--- src/rtl/fb_pkg.sv ---
// Shared constants and types for the VGA framebuffer scheduler.
// The framebuffer is upscaled by 2^SCALE_LOG2 onto the 640x480 screen.
package fb_pkg;

    localparam int DW         = 12;
    localparam int FB_W       = 160;
    localparam int FB_H       = 120;
    localparam int SCALE_LOG2 = 2;
    localparam int AW         = 15;
    localparam int SCREEN_X   = 640;
    localparam int SCREEN_Y   = 480;
    localparam int FB_SIZE    = FB_W * FB_H;
    localparam int PW         = 11;

    typedef struct packed {
        logic [AW-1:0] addr;
        logic [DW-1:0] data;
    } wrEntry_t;

    typedef enum logic [1:0] {
        ACC_IDLE  = 2'd0,
        ACC_READ  = 2'd1,
        ACC_WRITE = 2'd2,
        ACC_DROP  = 2'd3
    } access_t;

    // Row stride of 160 is built as (row*128 + row*32) to avoid a multiplier.
    function automatic logic [AW-1:0] dispAddr(input logic [PW-1:0] posX,
                                               input logic [PW-1:0] posY);
        logic [AW-1:0] row;
        logic [AW-1:0] col;
        row = AW'(posY >> SCALE_LOG2);
        col = AW'(posX >> SCALE_LOG2);
        return (row << 7) + (row << 5) + col;
    endfunction

endpackage

--- src/rtl/fb_wr_fifo.sv ---
// Synchronous write FIFO with registered full/empty flags and occupancy.
// Pushes while full and pops while empty are ignored.
module fb_wr_fifo #(
    parameter int DEPTH = 4,
    parameter int WIDTH = 27
) (
    input  logic                     clk,
    input  logic                     rst,
    input  logic                     push,
    input  logic                     pop,
    input  logic [WIDTH-1:0]         wdata,
    output logic [WIDTH-1:0]         rdata,
    output logic                     full,
    output logic                     empty,
    output logic [$clog2(DEPTH):0]   level
);

    localparam int PTRW = $clog2(DEPTH);
    localparam int LW   = PTRW + 1;

    logic [WIDTH-1:0] storage [DEPTH];
    logic [PTRW-1:0]  wrPtr;
    logic [PTRW-1:0]  rdPtr;
    logic [LW-1:0]    levelR;
    logic [LW-1:0]    nextLevel;
    logic             fullR;
    logic             emptyR;
    logic             doPush;
    logic             doPop;

    assign doPush = push && !fullR;
    assign doPop  = pop && !emptyR;

    // Occupancy after this cycle's push/pop.
    always_comb begin
        nextLevel = levelR;
        case ({doPush, doPop})
            2'b10:   nextLevel = levelR + LW'(1);
            2'b01:   nextLevel = levelR - LW'(1);
            default: nextLevel = levelR;
        endcase
    end

    // Pointers, level and flags; flags are registered from the next level.
    always_ff @(posedge clk) begin
        if (rst) begin
            wrPtr  <= '0;
            rdPtr  <= '0;
            levelR <= '0;
            fullR  <= 1'b0;
            emptyR <= 1'b1;
        end else begin
            if (doPush) begin
                wrPtr <= wrPtr + PTRW'(1);
            end
            if (doPop) begin
                rdPtr <= rdPtr + PTRW'(1);
            end
            levelR <= nextLevel;
            fullR  <= (nextLevel == LW'(DEPTH));
            emptyR <= (nextLevel == LW'(0));
        end
    end

    // Entry storage; contents are don't-care until written.
    always_ff @(posedge clk) begin
        if (doPush) begin
            storage[wrPtr] <= wdata;
        end
    end

    assign rdata = storage[rdPtr];
    assign full  = fullR;
    assign empty = emptyR;
    assign level = levelR;

endmodule

--- src/rtl/vga_fb_scheduler.sv ---
// Time-shares a single-port framebuffer RAM between the VGA display reads
// and buffered capture writes; display reads always win their slot.
module vga_fb_scheduler
    import fb_pkg::*;
#(
    parameter int FIFO_DEPTH = 4
) (
    input  logic                         clk,
    input  logic                         rst,
    input  logic [PW-1:0]                pos_x,
    input  logic [PW-1:0]                pos_y,
    output logic [DW-1:0]                pixel_o,
    input  logic                         wr_valid,
    output logic                         wr_ready,
    input  logic [AW-1:0]                wr_addr,
    input  logic [DW-1:0]                wr_data,
    output logic                         mem_en,
    output logic                         mem_we,
    output logic [AW-1:0]                mem_addr,
    output logic [DW-1:0]                mem_wdata,
    input  logic [DW-1:0]                mem_rdata,
    output logic [$clog2(FIFO_DEPTH):0]  fifo_level
);

    logic                  vis;
    logic                  slot;
    logic [AW-1:0]         slotAddr;
    logic                  fifoFull;
    logic                  fifoEmpty;
    logic                  fifoPush;
    logic                  fifoPop;
    wrEntry_t              pushEntry;
    wrEntry_t              headEntry;
    access_t               acc;
    logic [AW-1:0]         lastAddrR;
    logic [DW-1:0]         lastDataR;
    logic                  slotQ;
    logic                  visQ;
    logic [DW-1:0]         pixelR;

    assign vis      = (pos_x < PW'(SCREEN_X)) && (pos_y < PW'(SCREEN_Y));
    assign slot     = vis && (pos_x[SCALE_LOG2-1:0] == {SCALE_LOG2{1'b0}});
    assign slotAddr = dispAddr(pos_x, pos_y);

    // Ready comes only from the registered full flag, so a same-cycle pop
    // never opens the FIFO early.
    assign wr_ready       = !rst && !fifoFull;
    assign fifoPush       = wr_valid && wr_ready;
    assign pushEntry.addr = wr_addr;
    assign pushEntry.data = wr_data;

    fb_wr_fifo #(
        .DEPTH (FIFO_DEPTH),
        .WIDTH ($bits(wrEntry_t))
    ) uFifo (
        .clk   (clk),
        .rst   (rst),
        .push  (fifoPush),
        .pop   (fifoPop),
        .wdata (pushEntry),
        .rdata (headEntry),
        .full  (fifoFull),
        .empty (fifoEmpty),
        .level (fifo_level)
    );

    // Slot arbitration: display read first, otherwise drain one FIFO entry.
    always_comb begin
        acc     = ACC_IDLE;
        fifoPop = 1'b0;
        if (rst) begin
            acc = ACC_IDLE;
        end else if (slot) begin
            acc = ACC_READ;
        end else if (!fifoEmpty) begin
            fifoPop = 1'b1;
            if (headEntry.addr < AW'(FB_SIZE)) begin
                acc = ACC_WRITE;
            end else begin
                acc = ACC_DROP;
            end
        end else begin
            acc = ACC_IDLE;
        end
    end

    // RAM port mux; address and write data hold when no access is issued.
    always_comb begin
        mem_en    = 1'b0;
        mem_we    = 1'b0;
        mem_addr  = lastAddrR;
        mem_wdata = lastDataR;
        case (acc)
            ACC_READ: begin
                mem_en   = 1'b1;
                mem_addr = slotAddr;
            end
            ACC_WRITE: begin
                mem_en    = 1'b1;
                mem_we    = 1'b1;
                mem_addr  = headEntry.addr;
                mem_wdata = headEntry.data;
            end
            default: begin
                mem_en = 1'b0;
            end
        endcase
    end

    // Remember the last driven address/data for the hold behaviour.
    always_ff @(posedge clk) begin
        if (rst) begin
            lastAddrR <= '0;
            lastDataR <= '0;
        end else if (mem_en) begin
            lastAddrR <= mem_addr;
            lastDataR <= mem_wdata;
        end
    end

    // Two-stage display pipeline: slot/visible tag, then the held pixel.
    always_ff @(posedge clk) begin
        if (rst) begin
            slotQ  <= 1'b0;
            visQ   <= 1'b0;
            pixelR <= '0;
        end else begin
            slotQ <= slot;
            visQ  <= vis;
            if (slotQ) begin
                pixelR <= mem_rdata;
            end else if (!visQ) begin
                pixelR <= '0;
            end
        end
    end

    assign pixel_o = pixelR;

endmodule

--- config.mk ---
export PLATFORM = sky130hd
export DESIGN_NAME = vga_fb_scheduler
export DESIGN_NICKNAME = d
export VERILOG_FILES = /design/src/rtl/fb_pkg.sv /design/src/rtl/fb_wr_fifo.sv /design/src/rtl/vga_fb_scheduler.sv
export SDC_FILE = /design/constraint.sdc
export NUM_CORES = 1
export LEC_CHECK = 0
export CORE_AREA = 3 3 117 119
export CTS_CLUSTER_SIZE = 28
export DETAILED_ROUTE_END_ITERATION = 8
export DIE_AREA = 0 0 120 122
export GPL_TIMING_DRIVEN = 0
export PLACE_DENSITY = 0.79
export SLEW_MARGIN = 20
export SYNTH_ARGS = -nofsm -noshare
export SYNTH_HDL_FRONTEND = slang
export SYNTH_HIERARCHICAL = 1
export SYNTH_SLANG_ARGS = --single-unit
--- constraint.sdc ---
create_clock -name clk -period 3.6 [get_ports clk]
set_input_delay 0.72 -clock clk [delete_from_list [all_inputs] [get_ports clk]]
set_output_delay 0.72 -clock clk [all_outputs]
set_load 0.05 [all_outputs]
=== Word-level counts from Yosys, hierarchy flattened ===
Memories as Yosys holds them, arrays and structs flattened. A register that Yosys moved wholly into a read port is not among the register bits.
Index checks and enable logic that the tools add are counted.

* Register bits after elaboration: 50
* RAM bits: 108
* Bits of input ports: 64
* Logic and storage cells: 56
* Memories kept: 1

{| class="wikitable"
|+ Memory list
! memory !! depth !! width !! read ports !! clocked after Yosys merged registers in !! write ports !! line !! text
|-
| uFifo.storage || 4 || 27 || 1 || 1 || 1 || fb_wr_fifo.sv:21 || <nowiki>logic [WIDTH-1:0] storage [DEPTH];</nowiki>
|}

* Add/sub/neg operators: 6
* $lt $le $gt $ge: 3
* Eq/ne operators: 6
* Multiplexer cells: 18
* Reduce and logical (&&, ||, !) cells: 12

{| class="wikitable"
|+ Operators by type and width
! cell !! count
|-
| 12-bit 2-to-1 mux || 3
|-
| 15-bit case mux with 2 select lines || 1
|-
| 15-bit by 14-bit adder with 15-bit output || 1
|-
| 15-bit by 9-bit adder with 15-bit output || 1
|-
| 15-bit less-than comparator, second input constant || 1
|-
| 11-bit by 10-bit less-than comparator with 1-bit output, second input constant || 1
|-
| 11-bit by 9-bit less-than comparator with 1-bit output, second input constant || 1
|-
| 2-bit 2-to-1 mux || 5
|-
| 1-bit 2-to-1 mux || 8
|-
| 1-bit logical AND || 6
|-
| 3-bit case mux with 2 select lines || 1
|-
| 2-bit by 1-bit adder with 2-bit output, second input constant || 2
|-
| 2-bit by 1-bit equality test with 1-bit output, second input constant || 2
|-
| 2-bit equality test, second input constant || 2
|-
| 3-bit by 1-bit adder with 3-bit output, second input constant || 1
|-
| 3-bit equality test, second input constant || 1
|-
| 1-bit zero test || 3
|-
| 3-bit zero test || 1
|-
| 3-bit by 1-bit subtractor with 3-bit output, second input constant || 1
|-
| 2-bit zero test || 1
|-
| 2-bit != test, second input constant || 1
|-
| 2-bit OR reduction || 1
|}

=== Depth between registers and ports, before layout ===
* Depth in word-level cells: 9
* Mapped depth: 15
* Mapped depth without buffers: 12

=== Modules after synthesis ===
The synthesis kept the hierarchy.

{| class="wikitable"
|+ By module, submodules not included
! module !! times used !! cells an instance !! area each (um^2) !! sequential area each (um^2)
|-
| fb_wr_fifo || 1 || 199 || 4,483.0 || 3,463.3
|-
| vga_fb_scheduler || 1 || 306 || 2,388.5 || 820.8
|}

=== Least setup slack after synthesis ===
OpenSTA, ideal clock, no wires.

* Path type: flip-flop to output port
* From: register (tool-made name)
* To: output port mem_addr[1]
* Arrival: 3.913 ns
* Slack: -1.033 ns
* Stages on the path, launching flop included: 13
* Buffers on the path: 4
* Path through: dfxtp_1 -> buf_6 -> buf_12 -> mux4_2 -> a21oi_1 -> nor2b_1 -> o311ai_0 -> a21o_1 -> ha_1 -> buf_2 -> buf_2 -> a22oi_1 -> o21ai_0

{| class="wikitable"
|+ RTL lines
! element !! line !! text
|-
| end, declared || vga_fb_scheduler.sv:19 || <nowiki>output logic [AW-1:0] mem_addr,</nowiki>
|}

=== Final worst setup path ===
* From: input port pos_y[9]
* To: output port mem_addr[9]

* Word-level cells in the longest chain between the ends: 7
* Elaborated cells between the ends (all ways): 8

{| class="wikitable"
|+ RTL lines
! element !! line !! text
|-
| start, declared || vga_fb_scheduler.sv:11 || <nowiki>input logic [PW-1:0] pos_y,</nowiki>
|-
| 11-bit by 9-bit less-than comparator with 1-bit output (*) || vga_fb_scheduler.sv:41 || <nowiki>assign vis = (pos_x < PW'(SCREEN_X)) && (pos_y < PW'(SCREEN_Y));</nowiki>
|-
| 1-bit logical AND (*) || vga_fb_scheduler.sv:41 ||
|-
| 1-bit logical AND (*) || vga_fb_scheduler.sv:42 || <nowiki>assign slot = vis && (pos_x[SCALE_LOG2-1:0] == {SCALE_LOG2{1'b0}});</nowiki>
|-
| 2-bit 2-to-1 mux (*) || vga_fb_scheduler.sv:73 || <nowiki>end else if (slot) begin</nowiki>
|-
| 2-bit 2-to-1 mux (*) || vga_fb_scheduler.sv:71 || <nowiki>if (rst) begin</nowiki>
|-
| 2-bit equality test or 2-bit by 1-bit equality test with 1-bit output (tied branches) || vga_fb_scheduler.sv:93 || <nowiki>case (acc)</nowiki>
|-
| 15-bit case mux with 2 select lines (*) || vga_fb_scheduler.sv:93 ||
|}

Every way passes the cells marked *; elsewhere a longest branch is shown, timed or not.

==> flow_summary_export.csv <==
group,metric,value,unit
outcome,status,"complete, but fails checks",
outcome,violations,"setup timing",
synth,synth.area.top_cells,"edfxtp_1, dfxtp_1, mux4_2",
pwr,switching_share,25.70,%
floorplanning,die_w,120,um
clock_tree,cts_tree,"yes",
critical_path,crit_top_cell,"buf_6",
detailed_routing,totalWireLength,18000,um
finish,drive_gt1_share,33.04,%
pwr,power_density,460.6,nW/um2
pwr,seqPwrFrac,45.2,%
finish,antenna_cells,0,
finish,multi_input_area,2887,um2
critical_path,path_buf_inv,6,
synth,yosysTopAreaCellShare,47.20,%
critical_path,max_stage_delay,500,ps
synth,synthTopCellsByCount,"edfxtp_1, nand2_1, dfxtp_1, nor2_1, a21oi_1",
pwr,power.share.clock,36.9,%
finish,seq_area,4288,um2
place,io_buffers,105,
synth,netlist_area,6872,um2
critical_path,required,2880,ps
place,placed_cells,782,
critical_path,worstPathCellList,"clkdlybuf4s50_1 > nor3_2 > nand3_2 > or3_4 > a21o_1 > inv_2 > ha_4 > inv_2 > buf_6 > nand2_8 > buf_6 > o31ai_4 > buf_6",
clock_tree,clk_pin_slew,60,ps
synth,synthesis.nets,595,
synth,synth_most_common_cell,"edfxtp_1",
critical_path,cp_top_family,"buffers and inverters",
detailed_routing,route.detailed.drc,0,
sta,rsz0062_at_grt,"yes",
critical_path,end_kind,"output pin",
synth,ys_types,45,
critical_path,arrival,3350,ps
finish,fillers,715,
sta,maxSlewViolCount,0,
detailed_routing,drt_iter0_markers,297,
synth,yosysWarnings,6,
floorplanning,die_h,122,um
sta,tightest_slew,791.6,ps
synth,syn_inst,505,
sta,hold_violations,0,
flow_run,cap_violations,0,
sta,relSlewSlack,47.23,%
min_path,hp-start,"lastDataR[2]",
sta,skew,7.856,ps
clock_tree,cts_sinks,160,
sta,setup_viol,28,
pwr,power_switching,1.152,mW
clock_tree,root_buffer,"clkbuf_16",
detailed_routing,drt-wirelength-per-cell,21.10,um
synth,yosys_most_used_dff,"edfxtp_1",
global_routing,overflow,0,
synth,yosys.area.top_type,"edfxtp_1",
sta,fin_ws,-465.8,ps
synth,async_reset_ff_share,0,%
floorplanning,die_area,14640,um2
synth,synth-edff-count,108,
global_routing,antenna_found_initial,0,
min_path,hold_end,"lastDataR[2]",
detailed_routing,routed-via-count,4869,
clock_tree,clk_latency,410,ps
global_routing,grt_max_degree,28,
sta,fmax,0.2460,GHz
detailed_routing,ant_nets,0,
synth,ys_seq_elements,160,
finish,nNetsFinal,758,
clock_tree,cts_inserted_buffers,17,
place,hpwl,10130,um
pwr,p_int,3.332,mW
detailed_routing,vias_per_cell,5.708,
global_routing,grt_pass1_vias,4893,
place,dp_slack,-1292,ps
min_path,hold_depth,2,
critical_path,path_class,"in2out",
synth,avgSynthCellArea,13.61,um2
critical_path,crit_fanout,6,
pwr,peakVddDrop,0.3712,mV
critical_path,path_depth,13,
clock_tree,holdBufCountCts,0,
place,routabilityCongestion,0.8036,
critical_path,worstRegToRegCells,14,
clock_tree,cts.htree.levels,4,
sta,period_minus_slack,4066,ps
critical_path,r2r-end,"lastDataR[3]",
clock_tree,cts_buffer_depth,2,
min_path,hp-class,"reg2reg",
detailed_routing,drt_first_pass_iters,5,
global_routing,grt_pass1_wl,25920,um
synth,yosysSeqAreaShare,62.35,%
finish,stdcell_count,853,
floorplanning,placementRows,41,
critical_path,r2r_setup_slack,490,ps
pwr,p_comb_share,17.9,%
sta,min_period_over_period,112.9,%
floorplanning,initial_core_util,54.23,%
critical_path,start_kind,"primary input",
finish,areaGrowthSynthToFinish,41.68,%
global_routing,grt_util_all_layers,23.17,%
floorplanning,design.core.area,12670,um2
pwr,power_leakage,3.479,nW
floorplanning,io_pins,109,
critical_path,crit_slowest_cell,"clkdlybuf4s50_1",
==> layout make-up <==
cell class              instances  share of cell area [%]
flip-flops and latches        160                   44.04
multi-input cells             298                   29.65
repair buffers                147                   15.28
clock buffers                  22                   4.665
plain buffers                  24                   2.442
well taps                     172                   2.211
clock inverters                10                  0.9382
inverters                      20                  0.7711
==> power groups by stage <==
stage | sequential, mW | clock [mW] | combinational, mW
final | 2.03 | 1.65 | 0.804
after floorplan | 2.07 | 0 | 0.367
after global placement | 2.06 | 0 | 0.571
after CTS | 2.03 | 1.67 | 0.730
after global routing | 2.03 | 1.75 | 0.840
after detailed placement | 2.06 | 0 | 0.584
==> registers in the layout, indices dropped and copies added (netlist names), named ones only <==
register and count:
slotQ 1, uFifo/level 3, lastAddrR 15, uFifo/storage 108, uFifo/wrPtr 2, uFifo/empty 1, visQ 1, lastDataR 12
uFifo/full 1, uFifo/rdPtr 2, pixel_o 12
==> how the worst max path moves through the flow <==
stage / slack [ps] / startpoint / endpoint
CTS: -500 / flop / mem_addr[14]
global route: -580 / flop / mem_addr[9]
floorplan: -9 / flop / mem_addr[8]
global placement: -1190 / pos_y[9] / mem_addr[12]
finish: -470 / pos_y[9] / mem_addr[9]
detailed placement: -1290 / pos_y[9] / mem_addr[12]
==> cells by family (layout without fill, tap and decap cells) <==
group | count (synthesis) | after routing | share of synthesized area [%]
flops | 160 | 160 | 62.35
simple gates | 139 | 139 | 8.977
compound gates | 82 | 82 | 7.265
buf+inv | 47 | 223 | 3.369
mux | 43 | 43 | 11.85
fa+ha+maj | 26 | 26 | 5.171
xor+xnor | 8 | 8 | 1.020
==> tightest hold or removal path, cell delays in order, from the launching register on <==
cell,delay [ps]
dfxtp_1,320
nand2_1,60
a21oi_1,50
==> per-layer routing <==
metal / wire [um] / GRT usage (%)
met1: 7192 / 29.37
met2: 8960 / 38.67
met3: 1077 / 5.432
met4: 769 / 9.664
met5: 0 / 0
==> cell usage in the layout, fill, tap and decap left out, drive strengths merged, types with 2 or more instances in the layout <==
| cell type | n |
|---|---|
| clkinvlp | 7 |
| clkinv | 2 |
| mux2 | 13 |
| a211oi | 5 |
| a22oi | 8 |
| xnor2 | 5 |
| nor2 | 45 |
| inv | 20 |
| nand3 | 3 |
| mux4 | 27 |
| a21oi | 41 |
| and2 | 6 |
| o31ai | 2 |
| or3 | 2 |
| o21ai | 15 |
| xor2 | 3 |
| and3 | 4 |
| dfxtp | 52 |
| clkbuf | 32 |
| nor3 | 2 |
| fa | 4 |
| a31oi | 3 |
| nand2 | 56 |
| ha | 22 |
| mux2i | 3 |
| nor2b | 16 |
| dlygate4sd2 | 3 |
| edfxtp | 108 |
| a21o | 3 |
| o311ai | 2 |
| buf | 85 |
| clkdlybuf4s50 | 72 |
==> repair_timing <==
action | CTS | global route
endpoints found under the hold margin | 0 | 0
gates resized for setup | 289 | 50
setup endpoints to repair | 29 | 29
gates cloned | 2 | 0
setup buffers | 31 | 10
pin swaps | 20 | 16
==> stage by stage <==
stage / hold WS, ps / utilization (%) / cell area (um2) / TNS [ps] / power, mW
after global routing: 488.3 / 76.83 / 9736 / -11220 / 4.622
after global placement: 446.1 / 65.59 / 8310 / -27460 / 2.631
final: 481.5 / 76.83 / 9736 / -8801 / 4.484
after CTS: 465.7 / 74.98 / 9500 / -9336 / 4.431
after floorplan: 436.7 / - / 7044 / -9.083 / 2.435
after detailed placement: 454.4 / 65.63 / 8315 / -29690 / 2.646
Power figures use the tool's default switching activity.
